--- config.mk ---
export PLATFORM = sky130hd
export DESIGN_NAME = multicycle_controller
export DESIGN_NICKNAME = d
export VERILOG_FILES = /design/src/rtl/multicycle_controller_pkg.sv /design/src/rtl/multicycle_controller_wait_timer.sv /design/src/rtl/multicycle_controller.sv
export SDC_FILE = /design/constraint.sdc
export NUM_CORES = 1
export LEC_CHECK = 0
export CORE_MARGIN = 5
export CORE_UTILIZATION = 30
export DETAILED_ROUTE_END_ITERATION = 10
export GPL_TIMING_DRIVEN = 0
export PLACE_DENSITY = 0.54
export SKIP_LAST_GASP = 1
export SYNTH_ARGS = -nofsm -noshare
export SYNTH_HDL_FRONTEND = slang
export SYNTH_SLANG_ARGS = --single-unit
--- constraint.sdc ---
create_clock -name clk -period 2.59 [get_ports clk]
set_input_delay 0.777 -clock clk [delete_from_list [all_inputs] [get_ports clk]]
set_output_delay 0.777 -clock clk [all_outputs]
set_load 0.05 [all_outputs]
--- src/rtl/multicycle_controller_pkg.sv ---
// Shared definitions for the multicycle controller: opcode map, state
// encoding, ALU operation codes, instruction field positions and the
// Moore output table used by the FSM.
package multicycle_controller_pkg;

    // Opcodes as delivered by the instruction decoder from inst[31:29]
    localparam logic [2:0] OP_NOP  = 3'b000;
    localparam logic [2:0] OP_ADD  = 3'b001;
    localparam logic [2:0] OP_LW   = 3'b010;
    localparam logic [2:0] OP_SW   = 3'b011;
    localparam logic [2:0] OP_SUB  = 3'b100;
    localparam logic [2:0] OP_AND  = 3'b101;
    localparam logic [2:0] OP_JMP  = 3'b110;
    localparam logic [2:0] OP_HALT = 3'b111;

    // Instruction field positions shared with the decoder
    localparam int INST_OPCODE_HI = 31;
    localparam int INST_OPCODE_LO = 29;

    // ALU operation encodings
    localparam logic [1:0] ALU_ADD = 2'b00;
    localparam logic [1:0] ALU_SUB = 2'b01;
    localparam logic [1:0] ALU_AND = 2'b10;
    localparam logic [1:0] ALU_OR  = 2'b11;

    typedef enum logic [2:0] {
        S_IDLE,
        S_FETCH,
        S_DECODE,
        S_EXEC,
        S_MEM,
        S_WB,
        S_HALT,
        S_ERROR
    } state_e;

    // Registered control word; one field per controller output
    typedef struct packed {
        logic       pc_en;
        logic       pc_sel;
        logic       mem_req;
        logic       mem_we;
        logic       mem_addr_sel;
        logic       ab_load;
        logic [1:0] alu_op;
        logic       rf_we;
        logic       rf_wsel;
        logic       busy;
        logic       halted;
        logic       error;
    } ctrl_t;

    function automatic logic [2:0] opcode_of(input logic [31:0] inst);
        return inst[INST_OPCODE_HI:INST_OPCODE_LO];
    endfunction

    // Memory ops compute their address with ADD; NOP/JMP/HALT do not care
    function automatic logic [1:0] alu_for(input logic [2:0] op);
        case (op)
            OP_SUB:  return ALU_SUB;
            OP_AND:  return ALU_AND;
            default: return ALU_ADD;
        endcase
    endfunction

    // Moore outputs for a state given the opcode latched for it
    function automatic ctrl_t ctrl_for(input state_e s, input logic [2:0] op);
        ctrl_t c;
        c = '0;
        case (s)
            S_FETCH: begin
                c.mem_req = 1'b1;
                c.busy    = 1'b1;
            end
            S_DECODE: begin
                c.ab_load = 1'b1;
                c.busy    = 1'b1;
            end
            S_EXEC: begin
                c.alu_op = alu_for(op);
                c.busy   = 1'b1;
                if (op == OP_JMP) begin
                    c.pc_en  = 1'b1;
                    c.pc_sel = 1'b1;
                end
            end
            S_MEM: begin
                c.mem_req      = 1'b1;
                c.mem_addr_sel = 1'b1;
                c.mem_we       = (op == OP_SW);
                c.busy         = 1'b1;
            end
            S_WB: begin
                c.rf_we   = 1'b1;
                c.rf_wsel = (op == OP_LW);
                c.alu_op  = alu_for(op);
                c.busy    = 1'b1;
            end
            S_HALT:  c.halted = 1'b1;
            S_ERROR: c.error  = 1'b1;
            default: c = '0;
        endcase
        return c;
    endfunction

endpackage

--- src/rtl/multicycle_controller_wait_timer.sv ---
// Memory wait counter: counts request cycles without mem_ready.
module multicycle_controller_wait_timer (
    input  logic       clk,
    input  logic       rst,
    input  logic       i_clear,
    input  logic       i_inc,
    output logic [7:0] o_count
);

    logic [7:0] r_count;

    // Clear on reset or state change, otherwise count stalled request cycles
    always_ff @(posedge clk) begin
        if (rst || i_clear) begin
            r_count <= '0;
        end else if (i_inc) begin
            r_count <= r_count + 8'd1;
        end
    end

    assign o_count = r_count;

endmodule

--- src/rtl/multicycle_controller.sv ---
// Multicycle CPU controller: FETCH/DECODE/EXEC/MEM/WB sequencing with a
// memory wait timeout, sticky HALT and ERROR states.
module multicycle_controller
    import multicycle_controller_pkg::*;
#(
    parameter int MAX_WAIT = 15
) (
    input  logic       clk,
    input  logic       rst,
    input  logic       start,
    input  logic [2:0] opcode,
    input  logic       mem_ready,
    output logic       pc_en,
    output logic       pc_sel,
    output logic       ir_load,
    output logic       mem_req,
    output logic       mem_we,
    output logic       mem_addr_sel,
    output logic       ab_load,
    output logic [1:0] alu_op,
    output logic       rf_we,
    output logic       rf_wsel,
    output logic       busy,
    output logic       halted,
    output logic       error
);

    state_e     r_state;
    state_e     w_state_next;
    logic [2:0] r_op;
    logic [2:0] w_op_next;
    ctrl_t      r_ctrl;
    ctrl_t      w_ctrl_next;
    logic [7:0] w_wait_count;
    logic       w_timeout;
    logic       w_fetch_done;

    // Timeout fires on the MAX_WAIT-th stalled cycle; mem_ready takes priority
    assign w_timeout = r_ctrl.mem_req && !mem_ready
                       && (w_wait_count == 8'(MAX_WAIT - 1));

    multicycle_controller_wait_timer u_wait_timer (
        .clk     (clk),
        .rst     (rst),
        .i_clear (w_state_next != r_state),
        .i_inc   (r_ctrl.mem_req && !mem_ready),
        .o_count (w_wait_count)
    );

    // Opcode is captured only while leaving DECODE
    always_comb begin
        w_op_next = (r_state == S_DECODE) ? opcode : r_op;
    end

    // Next-state decode
    always_comb begin
        w_state_next = r_state;
        case (r_state)
            S_IDLE:   if (start) w_state_next = S_FETCH;
            S_FETCH: begin
                if (mem_ready)      w_state_next = S_DECODE;
                else if (w_timeout) w_state_next = S_ERROR;
            end
            S_DECODE: w_state_next = (opcode == OP_HALT) ? S_HALT : S_EXEC;
            S_EXEC: begin
                case (r_op)
                    OP_NOP, OP_JMP: w_state_next = S_FETCH;
                    OP_LW, OP_SW:   w_state_next = S_MEM;
                    default:        w_state_next = S_WB;
                endcase
            end
            S_MEM: begin
                if (mem_ready)      w_state_next = (r_op == OP_LW) ? S_WB : S_FETCH;
                else if (w_timeout) w_state_next = S_ERROR;
            end
            S_WB:     w_state_next = S_FETCH;
            default:  w_state_next = r_state;
        endcase
    end

    // Outputs are decoded from the next state so they register with it
    always_comb begin
        w_ctrl_next = ctrl_for(w_state_next, w_op_next);
    end

    // State, latched opcode and registered Moore outputs
    always_ff @(posedge clk) begin
        if (rst) begin
            r_state <= S_IDLE;
            r_op    <= '0;
            r_ctrl  <= '0;
        end else begin
            r_state <= w_state_next;
            r_op    <= w_op_next;
            r_ctrl  <= w_ctrl_next;
        end
    end

    // The fetch completes in the same cycle memory answers, so IR/PC load
    // must follow mem_ready directly rather than wait a cycle
    assign w_fetch_done = (r_state == S_FETCH) && mem_ready;

    assign ir_load      = w_fetch_done;
    assign pc_en        = r_ctrl.pc_en | w_fetch_done;
    assign pc_sel       = r_ctrl.pc_sel;
    assign mem_req      = r_ctrl.mem_req;
    assign mem_we       = r_ctrl.mem_we;
    assign mem_addr_sel = r_ctrl.mem_addr_sel;
    assign ab_load      = r_ctrl.ab_load;
    assign alu_op       = r_ctrl.alu_op;
    assign rf_we        = r_ctrl.rf_we;
    assign rf_wsel      = r_ctrl.rf_wsel;
    assign busy         = r_ctrl.busy;
    assign halted       = r_ctrl.halted;
    assign error        = r_ctrl.error;

endmodule

==> impl_metrics.toml <==
[status]
status = "complete, no violations"

[synth]
synth-main-ff-cell = "dfxtp_1"
synth-seq-area-share_pct = 41.0
ys_top_cells_by_area = "dfxtp_1, nor4_1, xor2_1"
syn-num-nets = 147
netlist_area_mm2 = 0.00127
synth_area_leader_cell = "dfxtp_1"
synth_cell_type_count = 44
syn_avg_cell_area_um2 = 9.20
synthArstFlopShare_pct = 0
synth.top_cell.area_share_pct = 41.0
synth_warnings = 0
synth.ff_latch_count = 26
synth_edf_count = 0
synthCells = 138

[job]
cap_violations = 0

[detailed_routing]
viasPerCell = 5.25
wl_per_cell_um = 14.3
detail_route.drc_violations = 0
ant_nets = 0
dr.pass1.iters = 4
wl_um = 3030
drt_iter0_markers = 42
vias = 1112

[min_path]
hold_class = "reg2reg"

[sta]
finalHoldViolations = 0
grt_setup_unrepaired = "false"
slew_violations = 0
slew_headroom_pct = 61.1
finalCritPeriodShare_pct = 97.5
holdWs_ns = 0.581
setup_viol = 0
worstMarginPinSlew_ns = 0.580
finClkSkew_ns = 0.00696
fmax_mhz = 396
period_needed_ns = 2.52

[die]
fp.dieArea_mm2 = 0.00563
fp.coreArea_mm2 = 0.00406
die_y_um = 75.1
die_w_um = 75.1
start_util_pct = 31.3
io_pins = 21
row_count = 23

[clock_network]
cts_made_buffers = 3
h-tree-depth = 1
cts.sinks = 26
clkLatencyLatePin_ns = 0.27
cts_setup_buffers = 0
cts_tree = "yes"
root_buffer = "clkbuf_8"
clk_pin_slew_ns = 0.09
clock_path_buffers = 2

[worst_setup_path]
cp_cell_sequence = "dlygate4sd2_1 -> and2_1 -> or2_2 -> buf_2"
crit_arrival_ns = 1.75
cp_max_fo = 8
path_delay_family = "buffers and inverters"
worstPathRequired_ns = 1.81
critPathBufInv = 2
critPathMaxStageDelay_ns = 0.32
worstSetupPathType = "in2out"
startpoint_type = "input port"
end_kind = "output pin"
cp_slowest_cell = "dlygate4sd2_1"

[pwr]
powerDensity_mw_per_mm2 = 591
leakage_nw = 0.548
vdd.ir_drop.worst_v = 0.000301

[global_routing]
antenna_found_initial = 0
grt_pass1_vias = 1150
overflow = 0
grt_max_degree = 16
grt_pass1_wl_um = 5220
track_usage_pct = 11.8

[layout]
n_antenna_cell = 0
fillCellCount = 418
nets = 172
drive_gt1_share_pct = 13.0
final_core_util_pct = 39.5
syn_to_final_growth_pct = 26.3

[placed_design]
place.gp.congestion = 0.966
numPortBuffers = 20
hpwl_um = 2340
==> stage by stage <==
stage | std cells | setup WS, ns | TNS [ns] | instance area (um2) | total power, mW
final | 212 | 0.0652 | 0 | 1600 | 0.947
after global routing | 212 | 0.0230 | 0 | 1600 | 0.985
after CTS | 212 | 0.0622 | 0 | 1600 | 0.955
after detailed placement | 208 | -0.689 | -6.09 | 1530 | 0.614
after global placement | 208 | -0.681 | -5.70 | 1530 | 0.613
after floorplan | 138 | 0.252 | 0 | 1270 | 0.560
==> cells in the mapped netlist (3+ instances only) <==
| library cell | number |
|---|---|
| nand3_1 | 3 |
| inv_1 | 5 |
| nor4_1 | 14 |
| xor2_1 | 7 |
| mux2i_1 | 4 |
| dfxtp_1 | 26 |
| nand2_1 | 7 |
| nor3_1 | 5 |
| nand4_1 | 5 |
| nor2_1 | 12 |
| o21ai_0 | 6 |
==> worst reg2reg max path: stages (launching register included) <==
cell,delay (ns)
dfxtp_1,0.43
ha_1,0.17
nor2b_1,0.22
nand3_2,0.18
a221oi_2,0.36
nand3_1,0.23
a2111oi_2,0.35
==> sequential cells by signal, indices dropped and copies added, names as in the netlist, 2 cells and up <==
signal and cells:
r_op 3, u_wait_timer.o_count 8, r_state 3, alu_op 2
==> power by group <==
part	switching [mW]	leakage, nW	total, mW	internal (mW)
Clock	0.136	0.0357	0.343	0.207
Combinational	0.116	0.302	0.180	0.0636
Sequential	0.0126	0.211	0.425	0.412
==> worst paths after layout <==
| check | depth (start not counted) | to | slack, ns | from |
|---|---|---|---|---|
| min reg2reg | 2 | u_wait_timer.o_count[3]$_SDFFE_PP0P_ | 0.58 | u_wait_timer.o_count[3]$_SDFFE_PP0P_ |
| max reg2reg | 6 | alu_op[0]$_SDFF_PP0_ | 0.54 | u_wait_timer.o_count[1]$_SDFFE_PP0P_ |
| max | 4 | pc_en | 0.07 | mem_ready |
| min | 2 | u_wait_timer.o_count[3]$_SDFFE_PP0P_ | 0.58 | u_wait_timer.o_count[3]$_SDFFE_PP0P_ |
==> final cells by class <==
class	count	area, um2	share of cell area (%)
well taps	50	62.6	3.90
flip-flops and latches	26	520	32.4
plain buffers	4	23.8	1.48
inverters	5	18.8	1.17
clock inverters	1	30.0	1.87
multi-input cells	103	712	44.4
clock buffers	3	41.3	2.57
repair buffers	20	195	12.2
==> kinds of logic (layout without fill, tap and decap cells) <==
group	after synthesis	count (layout)	synth area share (%)
AOI/OAI and AO/OA	24	24	14.3
xor gates and xnor gates	8	8	5.52
DFF	26	26	41.0
muxes	5	5	4.04
buffers and inverters	9	33	3.35
and+or+nand+nor	64	64	29.9
adders and majority gates	2	2	1.97
==> layer usage <==
| layer | GRT usage [%] | up-vias | share of wire (%) |
|---|---|---|---|
| li1 | - | 567 | - |
| met1 | 15.0 | 512 | 46 |
| met2 | 19.3 | 27 | 49 |
| met3 | 2.54 | 6 | 3.8 |
| met4 | 4.74 | 0 | 1.9 |
| met5 | 0 | - | 0 |
==> repair_timing <==
action | CTS | global route
setup endpoints to repair | 12 | 8
hold buffers | 0 | 0
gates resized for setup | 9 | 1
gates cloned | 0 | 0
==> placed cells by master, fill, tap and decap left out, types with 2 or more instances in the layout <==
cell type        instances
dfxtp_1                 26
clkdlybuf4s50_1         17
nor4_1                  14
nor2_1                  12
nand2_1                  7
xor2_1                   7
o21ai_0                  6
inv_1                    5
nor3_1                   5
nand4_1                  5
mux2i_1                  4
nand3_1                  3
clkbuf_8                 3
buf_4                    2
buf_2                    2
nor3b_1                  2
a31oi_1                  2
o211ai_1                 2
nor2b_1                  2
or3_1                    2
and3_1                   2
a21oi_1                  2
o21a_1                   2
ha_1                     2
No activity file was read; power rests on OpenSTA's default activity.
==> RTL edit, RTL diff (same flow settings) <==
Encoding of `state_e`: now one-hot (8 bits for 8 states).
--- a/src/rtl/multicycle_controller_pkg.sv
+++ b/src/rtl/multicycle_controller_pkg.sv
@@ -23,15 +23,15 @@
     localparam logic [1:0] ALU_AND = 2'b10;
     localparam logic [1:0] ALU_OR  = 2'b11;
 
-    typedef enum logic [2:0] {
-        S_IDLE,
-        S_FETCH,
-        S_DECODE,
-        S_EXEC,
-        S_MEM,
-        S_WB,
-        S_HALT,
-        S_ERROR
+    typedef enum logic [7:0] {
+        S_IDLE   = 8'b00000001,
+        S_FETCH  = 8'b00000010,
+        S_DECODE = 8'b00000100,
+        S_EXEC   = 8'b00001000,
+        S_MEM    = 8'b00010000,
+        S_WB     = 8'b00100000,
+        S_HALT   = 8'b01000000,
+        S_ERROR  = 8'b10000000
     } state_e;
 
     // Registered control word; one field per controller output
Formal check against the unedited RTL: no difference found for any inputs over 10 cycles, from zero or initial values and one cycle with rst high; not proved beyond that.
==> RTL edit against the original RTL <==
- design area grew 30%
- sequential cell count is 5 higher
- combinational power grew to 4.1 times the old value
- sequential power up 31%
- wire length up 35%
- power rose by 87%
- global-route usage grew 0.24 points
- area after synthesis increased by 30%
- setup slack better by 51 ps
- highest routed layer unchanged
==> RTL edit: results (changes against the original RTL) <==
[run_status]
status = finished, final reports clean  ; unchanged

[setup_path]
critPathSlowestCell = dfxtp_1  ; was dlygate4sd2_1
r2r_slack_ps = 230  ; was 540 ps
worstPathMaxFanout = 10  ; was 8
reg2reg_to = halted  ; was alu_op[0]

[drt]
viasPerCell = 5.11  ; was 5.25
post_drt_wl_per_cell_um = 14.5  ; was 14.3 um
dr.first_iter.drc_count = 58  ; was 42
detail_route.first_pass.iterations = 4  ; unchanged

[placed_design]
dp_hpwl_mm = 3.07  ; was 2.34 mm
dpl_worst_slack_ps = -934  ; was -689 ps
gp_congestion = 0.817  ; was 0.966

[synth]
ys_top_cells_by_area = dfxtp_1 38%, nor2_1 6.8%, xor2_1 4.8%  ; was dfxtp_1 41%, nor4_1 6.9%, xor2_1 4.8%
syn-num-nets = 189  ; was 147
synth.distinct_cells = 55  ; was 44
seq_area_frac_synth_pct = 37.7  ; was 41.0%
async_reset_ff_share_pct = 0  ; unchanged
synth_common_cells = 31 x dfxtp_1, 30 x nor2_1, 9 x xor2_1  ; was 26 x dfxtp_1, 14 x nor4_1, 12 x nor2_1

[cts]
path_clk_slew_ps = 70  ; was 90 ps
clockBufferDepth = 2  ; unchanged
clk_latency_ps = 290  ; was 270 ps
cts_inserted_buffers = 5  ; was 3

[final_layout]
drive_gt1_share_pct = 17.1  ; was 13.0%
nNetsFinal = 218  ; was 172
fill_cells = 589  ; was 418

[hold_path]
holdCritStartpoint = u_wait_timer.o_count[7]  ; was u_wait_timer.o_count[3]
min_to = u_wait_timer.o_count[7]  ; was u_wait_timer.o_count[3]

[global_route]
grt_pass1_vias = 1454  ; was 1150
grt_pass1_wl_mm = 6.93  ; was 5.22 mm
track_usage_pct = 12.0  ; was 11.8%
grt_max_degree = 12  ; was 16

[timing]
finClkSkew_ps = 8.98  ; was 6.96 ps
worst_pin_slew_ps = 673  ; was 580 ps

[power_and_ir_drop]
power_leakage_nw = 0.822  ; was 0.548 nW
ir_worst_vdd_mv = 0.390  ; was 0.301 mV

==> RTL edit: final cells by class <==
class,count,area [um2],area share (%)
multi-input cells,136,995,47.7
clock buffers,5,68.8,3.30
well taps,72,90.1,4.32
inverters,6,22.5,1.08
plain buffers,7,37.5,1.80
clock inverters,3,43.8,2.10
flip-flops and latches,31,621,29.7
repair buffers,22,209,10.0
==> RTL edit: cells by family (layout without fill, tap and decap cells) <==
kind of cell	after synthesis	after routing	share of synthesized area, %
buf+inv	13	43	3.50
flops	31	31	37.7
compound gates	26	26	14.7
simple gates	92	92	33.7
fa+ha+maj	3	3	2.13
mux	3	3	1.82
xor+xnor	12	12	6.38
==> RTL edit: tightest hold or removal path, stage by stage, from the launching register on <==
cell     delay [ps]
dfxtp_1         350
xor2_1           70
nor2_1           70
==> RTL edit: per-layer routing <==
layer	global-route usage, %	vias up	part of all wire [%]
met5	0	-	0
met4	2.92	0	0.93
met3	3.46	6	3.9
met2	19.7	24	46
met1	15.4	682	49
li1	-	730	-
==> RTL edit: per-stage QoR <==
stage | setup TNS [ps] | cells | hold WS [ps] | cell area [um2]
2_1_floorplan | 0 | 180 | 480 | 1650
3_3_place_gp | -7440 | 272 | 508 | 1940
3_5_place_dp | -6760 | 272 | 509 | 1940
4_1_cts | -15.5 | 281 | 530 | 2070
5_1_grt | 0 | 282 | 574 | 2090
6_report | 0 | 282 | 530 | 2090
==> RTL edit: where the power goes <==
part	leakage (nW)	switching (mW)	internal, mW
logic	0.513	0.434	0.302
clock network	0.0581	0.193	0.286
registers	0.250	0.0418	0.515
==> RTL edit: worst max-delay path by stage <==
| stage | start | endpoint | slack [ps] | cells past startpoint |
|---|---|---|---|---|
| finish | r_state[0] | ir_load | 120 | 5 |
| global placement | mem_ready | ir_load | -980 | 4 |
| CTS | r_state[5] | ir_load | -20 | 5 |
| global route | u_wait_timer.o_count[1] | error | 4 | 6 |
| floorplan | r_state[5] | pc_en | 420 | 4 |
| detailed placement | mem_ready | ir_load | -930 | 4 |
==> RTL edit: timing repair <==
action                                  in CTS  in global routing
resized for setup                           16                  6
pin swaps                                    1                  2
endpoints found under the setup margin      14                 16
setup buffers                                1                  1
hold buffers                                 0                  0
